===== config.mk =====
export PLATFORM = sky130hd
export DESIGN_NAME = grid_write_arbiter
export DESIGN_NICKNAME = d
export VERILOG_FILES = /design/src/rtl/grid_write_arbiter.sv
export SDC_FILE = /design/constraint.sdc
export NUM_CORES = 1
export LEC_CHECK = 0
export ABC_AREA = 1
export ABC_CLOCK_PERIOD_IN_PS = 3430
export CORE_UTILIZATION = 52
export DETAILED_ROUTE_END_ITERATION = 16
export PLACE_DENSITY = 0.83
export SYNTH_ARGS = -nofsm -noshare
export SYNTH_HDL_FRONTEND = slang
export SYNTH_SLANG_ARGS = --single-unit

===== constraint.sdc =====
create_clock -name clock -period 3.43 [get_ports clock]
set_input_delay 1.029 -clock clock [delete_from_list [all_inputs] [get_ports clock]]
set_output_delay 1.029 -clock clock [all_outputs]
set_load 0.005 [all_outputs]

===== src/rtl/grid_write_arbiter.sv =====
// Grid-RAM write-port arbiter: round-robin between two paint requesters,
// plus a full-grid clear sweep followed by a one-cycle drain bubble.
module grid_write_arbiter #(
  parameter int unsigned ADDR_W      = 12,
  parameter int unsigned DATA_W      = 4,
  parameter int unsigned GRID_CELLS  = 4096,
  parameter int unsigned CLEAR_COLOR = 0
) (
  input  logic              clock,
  input  logic              reset,
  input  logic              clear_req,
  output logic              clear_busy,
  input  logic              req0,
  input  logic [ADDR_W-1:0] addr0,
  input  logic [DATA_W-1:0] data0,
  output logic              ack0,
  input  logic              req1,
  input  logic [ADDR_W-1:0] addr1,
  input  logic [DATA_W-1:0] data1,
  output logic              ack1,
  output logic              wren,
  output logic [ADDR_W-1:0] wraddress,
  output logic [DATA_W-1:0] wrdata
);

  // One extra bit lets GRID_CELLS == 2**ADDR_W finish without wrapping.
  localparam int unsigned CNT_W = ADDR_W + 1;
  localparam logic [CNT_W-1:0]  LAST_CELL = CNT_W'(GRID_CELLS - 1);
  localparam logic [DATA_W-1:0] CLR_DATA  = DATA_W'(CLEAR_COLOR);
  localparam bit SINGLE_CELL = (GRID_CELLS == 1);

  localparam logic [1:0] ST_ARB   = 2'd0;
  localparam logic [1:0] ST_CLEAR = 2'd1;
  localparam logic [1:0] ST_DRAIN = 2'd2;

  logic [1:0]        state;
  logic [1:0]        state_next;
  logic [CNT_W-1:0]  cnt;
  logic [CNT_W-1:0]  cnt_next;
  logic              last_grant;
  logic              last_grant_next;
  logic              wren_next;
  logic [ADDR_W-1:0] wraddress_next;
  logic [DATA_W-1:0] wrdata_next;
  logic              ack0_next;
  logic              ack1_next;
  logic              clear_busy_next;

  logic eff0;
  logic eff1;
  logic grant0;
  logic grant1;

  // A requester acked last cycle is masked once so a held level is not granted twice.
  assign eff0   = req0 & ~ack0;
  assign eff1   = req1 & ~ack1;
  assign grant0 = eff0 & (~eff1 | last_grant);
  assign grant1 = eff1 & (~eff0 | ~last_grant);

  always_ff @(posedge clock or posedge reset) begin
    if (reset) begin
      state      <= ST_ARB;
      cnt        <= '0;
      last_grant <= 1'b1;
      wren       <= 1'b0;
      wraddress  <= '0;
      wrdata     <= '0;
      ack0       <= 1'b0;
      ack1       <= 1'b0;
      clear_busy <= 1'b0;
    end else begin
      state      <= state_next;
      cnt        <= cnt_next;
      last_grant <= last_grant_next;
      wren       <= wren_next;
      wraddress  <= wraddress_next;
      wrdata     <= wrdata_next;
      ack0       <= ack0_next;
      ack1       <= ack1_next;
      clear_busy <= clear_busy_next;
    end
  end

  always_comb begin
    state_next      = state;
    cnt_next        = cnt;
    last_grant_next = last_grant;
    wren_next       = 1'b0;
    wraddress_next  = wraddress;
    wrdata_next     = wrdata;
    ack0_next       = 1'b0;
    ack1_next       = 1'b0;
    clear_busy_next = 1'b0;

    case (state)
      ST_ARB: begin
        if (clear_req) begin
          state_next      = SINGLE_CELL ? ST_DRAIN : ST_CLEAR;
          cnt_next        = CNT_W'(1);
          wren_next       = 1'b1;
          wraddress_next  = '0;
          wrdata_next     = CLR_DATA;
          clear_busy_next = 1'b1;
        end else if (grant0) begin
          wren_next       = 1'b1;
          wraddress_next  = addr0;
          wrdata_next     = data0;
          ack0_next       = 1'b1;
          last_grant_next = 1'b0;
        end else if (grant1) begin
          wren_next       = 1'b1;
          wraddress_next  = addr1;
          wrdata_next     = data1;
          ack1_next       = 1'b1;
          last_grant_next = 1'b1;
        end
      end

      ST_CLEAR: begin
        wren_next       = 1'b1;
        wraddress_next  = cnt[ADDR_W-1:0];
        wrdata_next     = CLR_DATA;
        clear_busy_next = 1'b1;
        cnt_next        = cnt + CNT_W'(1);
        if (cnt == LAST_CELL) begin
          state_next = ST_DRAIN;
        end
      end

      ST_DRAIN: begin
        cnt_next   = '0;
        state_next = ST_ARB;
      end

      default: begin
        cnt_next   = '0;
        state_next = ST_ARB;
      end
    endcase
  end

endmodule


==> flow_summary_export.csv, run 1 <==
group,metric,value,unit
clocking,htree_levels,2,
placement,dp_hpwl,3650,µm
clocking,post_cts_buffers,0,
drt,viasPerCell,5.15,
floorplanning,die_h,65.6,µm
clocking,cts_made_buffers,5,
placement,port_buffers,56,
critical_path,r2r_slack,1.63,ns
timing,fin_crit,2.49,ns
synthesis,synth_area_per_cell,7.64,µm²
drt,wirelength,4910,µm
timing,setup_viol,0,
timing,rsz0062_at_grt,"false",
global_route,grt-ovfl-total,0,
outcome,status,"completed",
critical_path,worstPathArrival,2.67,ns
critical_path,path_depth,7,
drt,first_pass_iters,4,
critical_path,cp_top_family,"buffers and inverters",
timing,clock_skew,0.00867,ns
pwr,power.density,539,nW/µm²
pwr,p_leak,0.00128,µW
floorplanning,fp.dieArea,4300,µm²
global_route,met2_usage,0.418,
global_route,grt_usage,0.265,
timing,fin_tns_setup,0,ns
drt,wl_per_cell,12.9,µm
synthesis,ys_seq_area_frac,0.429,
synthesis,synth_nets,313,
layout,num_antenna_cells,0,
critical_path,crit_chain,"clkdlybuf4s50_1 > nand2_1 > inv_1 > buf_4 > nand2_1 > o21ai_0 > o21ai_1",
global_route,grt_pass1_wl,8670,µm
min_path,hold-path-cell-count,2,
layout,finalInstanceArea,2780,µm²
drt,drtIter0Drc,156,
placement,dp_cells,373,
synthesis,synth_area,2100,µm²
layout,layout-drive-gt1-share,0.111,
run,maxCapViolCount,0,
layout,fin_nets,370,
synthesis,synth-edff-count,0,
critical_path,critPathMaxFanout,22,
clocking,cts-root-buf,"clkbuf_8",
timing,hold_violations,0,
pwr,totalPowerFinal,1500,µW
timing,relSlewSlack,0.565,
synthesis,syn_inst,275,
clocking,clock-sinks,36,
clocking,cts_resized,0,
placement,gp_routability_congestion,0.871,
global_route,top_usage_layer,"met2",
critical_path,cpMostUsedCell,"nand2_1",
synthesis,ys_seq_elements,36,
placement,place_ws,0.622,ns
global_route,grt_use_met3,0.0503,
global_route,grt_pass1_vias,1982,
clocking,path_clk_slew,0.07,ns
layout,multi_input_area,960,µm²
timing,max_clock_freq,0.401,GHz
critical_path,crit_path_end_kind,"flop",
drt,drc,0,
synthesis,async_reset_ff_frac,1.00,
layout,fin_cells,381,
floorplanning,coreArea,3770,µm²
floorplanning,die_x,65.6,µm
clocking,clockBufferDepth,2,
layout,area_growth,32.4,%
timing,final-max-slew-violation-count,0,
min_path,min_from,"wrdata[1]",
critical_path,slowest_stage,"clkdlybuf4s50_1",
drt,num_vias,1962,
drt,postRouteAntennaNets,0,
global_route,antenna_found_initial,0,
clocking,cts.hold.buffers_added,0,
layout,nFillCells,289,
synthesis,synth_top_flop_cell,"dfrtp_1",
floorplanning,ios,57,
global_route,grt_max_degree,37,
critical_path,r2r-start,"last_grant",
synthesis,yosysWarningCount,0,
critical_path,crit_buf_inv,3,
min_path,holdPathEnd,"wrdata[1]",
timing,fin_crit_sh,0.727,
floorplanning,rows,22,
critical_path,crit_type,"in2reg",
min_path,hp-class,"reg2reg",
placement,place_area,2680,µm²
clocking,insertion_delay,0.29,ns
critical_path,start_kind,"input pin",
timing,tightest_slew,0.651,ns
critical_path,r2r_end,"wrdata[1]",
critical_path,slowest_delay,0.47,ns
critical_path,required,3.60,ns
clocking,cts_tree,"yes",
pwr,worst_ir_drop_vdd,0.344,mV
global_route,use_met1,0.355,
floorplanning,start_util,0.557,
layout,ff_latch_area,902,µm²
critical_path,rr_worst_depth,6,
synthesis,ys_types,30,
timing,setup_ws,0.936,ns
==> how the worst max path moves through the flow <==
| stage | from | end | slack, ns |
|---|---|---|---|
| after global placement | req0 | wrdata[2] | 0.70 |
| final | req0 | wrdata[1] | 0.94 |
| after CTS | req0 | wrdata[1] | 0.91 |
| after detailed placement | req0 | wrdata[1] | 0.62 |
| after global routing | req0 | wraddress[5] | 0.74 |
| after floorplan | req0 | wraddress[11] | 1.59 |
==> cell type report <==
cell class | instances | share of cell area
clock buffer | 6 | 0.0261
clock inverter | 2 | 0.0126
inverter | 44 | 0.0612
multi-input combinational | 186 | 0.345
sequential | 36 | 0.324
tap | 48 | 0.0216
timing repair buffer | 59 | 0.210
==> placed cells by master, fill, tap and decap left out, drive strengths merged <==
master	count
nor2	48
clkdlybuf4s50	56
ha	1
xor2	2
clkinv	1
dfrtp	35
clkbuf	6
nor4	1
o211ai	2
a21oi	14
o22ai	4
nor3	2
inv	44
a22oi	2
o31ai	1
buf	3
dfstp	1
o21ai	19
nand3b	11
nand4	3
bufinv	1
nand3	22
nand2	54
==> tightest hold or removal path: stages, from the launching register on <==
cell and delay (ns):
dfrtp_1 0.34, nand2_1 0.05, o21ai_1 0.06
==> kinds of logic (layout without fill, tap and decap cells) <==
logic type               Yosys count  count (layout)  synth area share
adder cells (fa/ha/maj)            1               1           0.00595
XOR/XNOR                           2               2           0.00833
AO/OA/AOI/OAI                     42              42             0.124
AND/OR/NAND/NOR                  141             141             0.318
flip-flops                        36              36             0.429
buffers and inverters             53             111             0.114
==> sequential cells by signal, summed over array words and instances, names as in the netlist <==
register / cells
state: 2
wren: 1
clear_busy: 1
cnt: 13
wraddress: 12
wrdata: 4
ack1: 1
ack0: 1
last_grant: 1
==> cells in the mapped netlist, types with 2 or more instances <==
library cell | instances | area (µm²)
buf_2 | 4 | 20.0
nand2_1 | 52 | 195
inv_1 | 41 | 154
o22ai_1 | 4 | 25.0
o21ai_1 | 4 | 20.0
a21oi_2 | 9 | 78.8
xor2_1 | 2 | 17.5
inv_4 | 2 | 12.5
nor2_1 | 37 | 139
buf_6 | 2 | 22.5
nor2_2 | 9 | 56.3
o211ai_1 | 2 | 15.0
clkbuf_1 | 2 | 7.51
nor2_4 | 2 | 22.5
nand3b_1 | 11 | 82.6
a21oi_1 | 5 | 25.0
nand3_1 | 21 | 105
nand4_1 | 3 | 18.8
nand2_4 | 2 | 22.5
o21ai_0 | 15 | 75.1
nor3_1 | 2 | 10.0
dfrtp_1 | 35 | 876
a22oi_1 | 2 | 15.0
==> through the flow <==
stage,hold slack (ns),utilization
after floorplan,0.468,-
after global placement,0.475,0.709
after detailed placement,0.481,0.709
after CTS,0.500,0.738
after global routing,0.530,0.738
final,0.492,0.738
==> power breakdown <==
part / switching, µW / internal, µW
Clock: 152 / 216
Combinational: 246 / 257
Sequential: 93.0 / 534
Total: 492 / 1010
==> per-layer routing <==
metal  vias up  share of wire
met5         -              0
met4         0          0.019
met3        10          0.059
met2        72           0.47
met1       887           0.45
li1        993              -
(Power assumes the default switching activity.)
==> run 2: changes to the inputs <==
--- a/config.mk
+++ b/config.mk
@@ -6,10 +6,10 @@
 export NUM_CORES = 1
 export LEC_CHECK = 0
 export ABC_AREA = 1
-export ABC_CLOCK_PERIOD_IN_PS = 3430
-export CORE_UTILIZATION = 52
+export ABC_CLOCK_PERIOD_IN_PS = 2290
+export CORE_UTILIZATION = 44
 export DETAILED_ROUTE_END_ITERATION = 16
-export PLACE_DENSITY = 0.83
+export PLACE_DENSITY = 0.75
 export SYNTH_ARGS = -nofsm -noshare
 export SYNTH_HDL_FRONTEND = slang
 export SYNTH_SLANG_ARGS = --single-unit
==> constraint.sdc (replaced) <==
create_clock -name clock -period 2.29 [get_ports clock]
set_input_delay 0.687 -clock clock [delete_from_list [all_inputs] [get_ports clock]]
set_output_delay 0.687 -clock clock [all_outputs]
set_load 0.005 [all_outputs]
==> flow_summary_export.csv, run 2 (synthesis results as in run 1) <==
group,metric,value,unit
timing,relSlewSlack,0.697,
global_route,grt_pass1_wl,7970,µm
critical_path,crit_path_end_kind,"output port",
placement,gp_routability_congestion,0.839,
layout,layout_common_cells,"56 x clkdlybuf4s50_1, 52 x nand2_1, 41 x inv_1, 37 x nor2_1, 35 x dfrtp_1",
layout,fin_nets,374,
global_route,grt_max_degree,37,
clocking,path_clk_slew,0.07,ns
layout,regMostFlops,"cnt",
placement,dp_hpwl,3640,µm
timing,fin_tns_setup,0,ns
timing,fin_crit_sh,0.827,
drt,drc,0,
critical_path,crit_chain,"clkdlybuf4s50_1",
clocking,htree_levels,2,
layout,post-route-util,0.626,
drt,drtIter0Drc,96,
timing,tightest_slew,0.454,ns
timing,hold_violations,0,
min_path,hp-class,"reg2reg",
timing,setup_viol,0,
timing,fin_crit,1.89,ns
clocking,cts.hold.buffers_added,0,
floorplanning,fp.dieArea,5060,µm²
layout,num_antenna_cells,0,
global_route,grt_usage,0.201,
layout,final_common_cell,"clkdlybuf4s50_1",
run,maxCapViolCount,0,
critical_path,cp_top_family,"buffers and inverters",
critical_path,worstPathArrival,1.21,ns
pwr,power.density,771,nW/µm²
clocking,clock-sinks,36,
critical_path,slowest_stage,"clkdlybuf4s50_1",
clocking,cts_tree,"yes",
layout,layout-drive-gt1-share,0.119,
outcome,status,"completed",
global_route,grt_pass1_vias,1803,
drt,wirelength,4760,µm
clocking,clockBufferDepth,2,
floorplanning,coreArea,4470,µm²
drt,num_vias,1912,
timing,final-max-slew-violation-count,0,
drt,viasPerCell,4.92,
pwr,worst_ir_drop_vdd,0.450,mV
clocking,cts-root-buf,"clkbuf_8",
layout,area_growth,33.2,%
critical_path,crit_buf_inv,1,
floorplanning,rows,24,
critical_path,required,1.60,ns
pwr,p_leak,0.00129,µW
clocking,post_cts_buffers,0,
global_route,antenna_found_initial,0,
timing,clock_skew,0.0103,ns
placement,port_buffers,56,
drt,wl_per_cell,12.2,µm
global_route,grt-ovfl-total,0,
floorplanning,start_util,0.470,
floorplanning,die_x,71.1,µm
drt,postRouteAntennaNets,0,
timing,max_clock_freq,0.528,GHz
critical_path,crit_type,"reg2out",
critical_path,start_kind,"flop",
floorplanning,ios,57,
drt,first_pass_iters,6,
clocking,cts_resized,0,
layout,largest_reg_flops,13,
timing,rsz0062_at_grt,"false",
critical_path,critPathMaxFanout,2,
clocking,insertion_delay,0.30,ns
critical_path,slowest_delay,0.52,ns
layout,largestRegisters,"cnt x13, wraddress x12, wrdata x4",
floorplanning,die_h,71.1,µm
clocking,cts_made_buffers,5,
==> run 2: layout make-up <==
type	instances	area, µm²
well taps	52	65.1
inverters	44	170
flip-flops and latches	36	902
repair buffers	63	613
clock buffers	8	90.1
fillers	400	1670
multi-input cells	186	960
==> run 2: final timing paths <==
path | from | end | slack (ns) | depth (start not counted)
min in group asynchronous | reset | cnt[5] | 0.80 | 3
setup reg to reg | cnt[0] | state[0] | 0.81 | 8
setup / recovery | wraddress[3] | wraddress[3] | 0.40 | 1
hold / removal | wrdata[0] | wrdata[0] | 0.49 | 2
max in group asynchronous | reset | last_grant | 1.14 | 3
hold reg to reg | wrdata[0] | wrdata[0] | 0.49 | 2
==> run 2: routing by layer <==
layer	vias to the layer above	routed length, µm	GRT usage
li1	997	-	-
met1	866	2350	0.281
met2	44	2170	0.316
met3	5	189	0.0456
met4	0	51	0.0533
met5	-	0	0
==> run 2: stage by stage <==
stage	area, µm²	std cells	worst slack (ns)	hold WS, ns	total power (µW)
floorplan	2100	275	0.797	0.468	1350
global placement	2710	381	0.273	0.486	1680
detailed placement	2710	381	0.205	0.478	1690
CTS	2800	389	0.385	0.494	2170
global route	2800	389	0.362	0.527	2300
finish	2800	389	0.397	0.488	2160
==> run 2: report_power, final <==
group | total, µW | switching [µW] | internal [µW]
Sequential | 937 | 137 | 800
Combinational | 748 | 361 | 387
Clock | 475 | 229 | 245
Total | 2160 | 727 | 1430
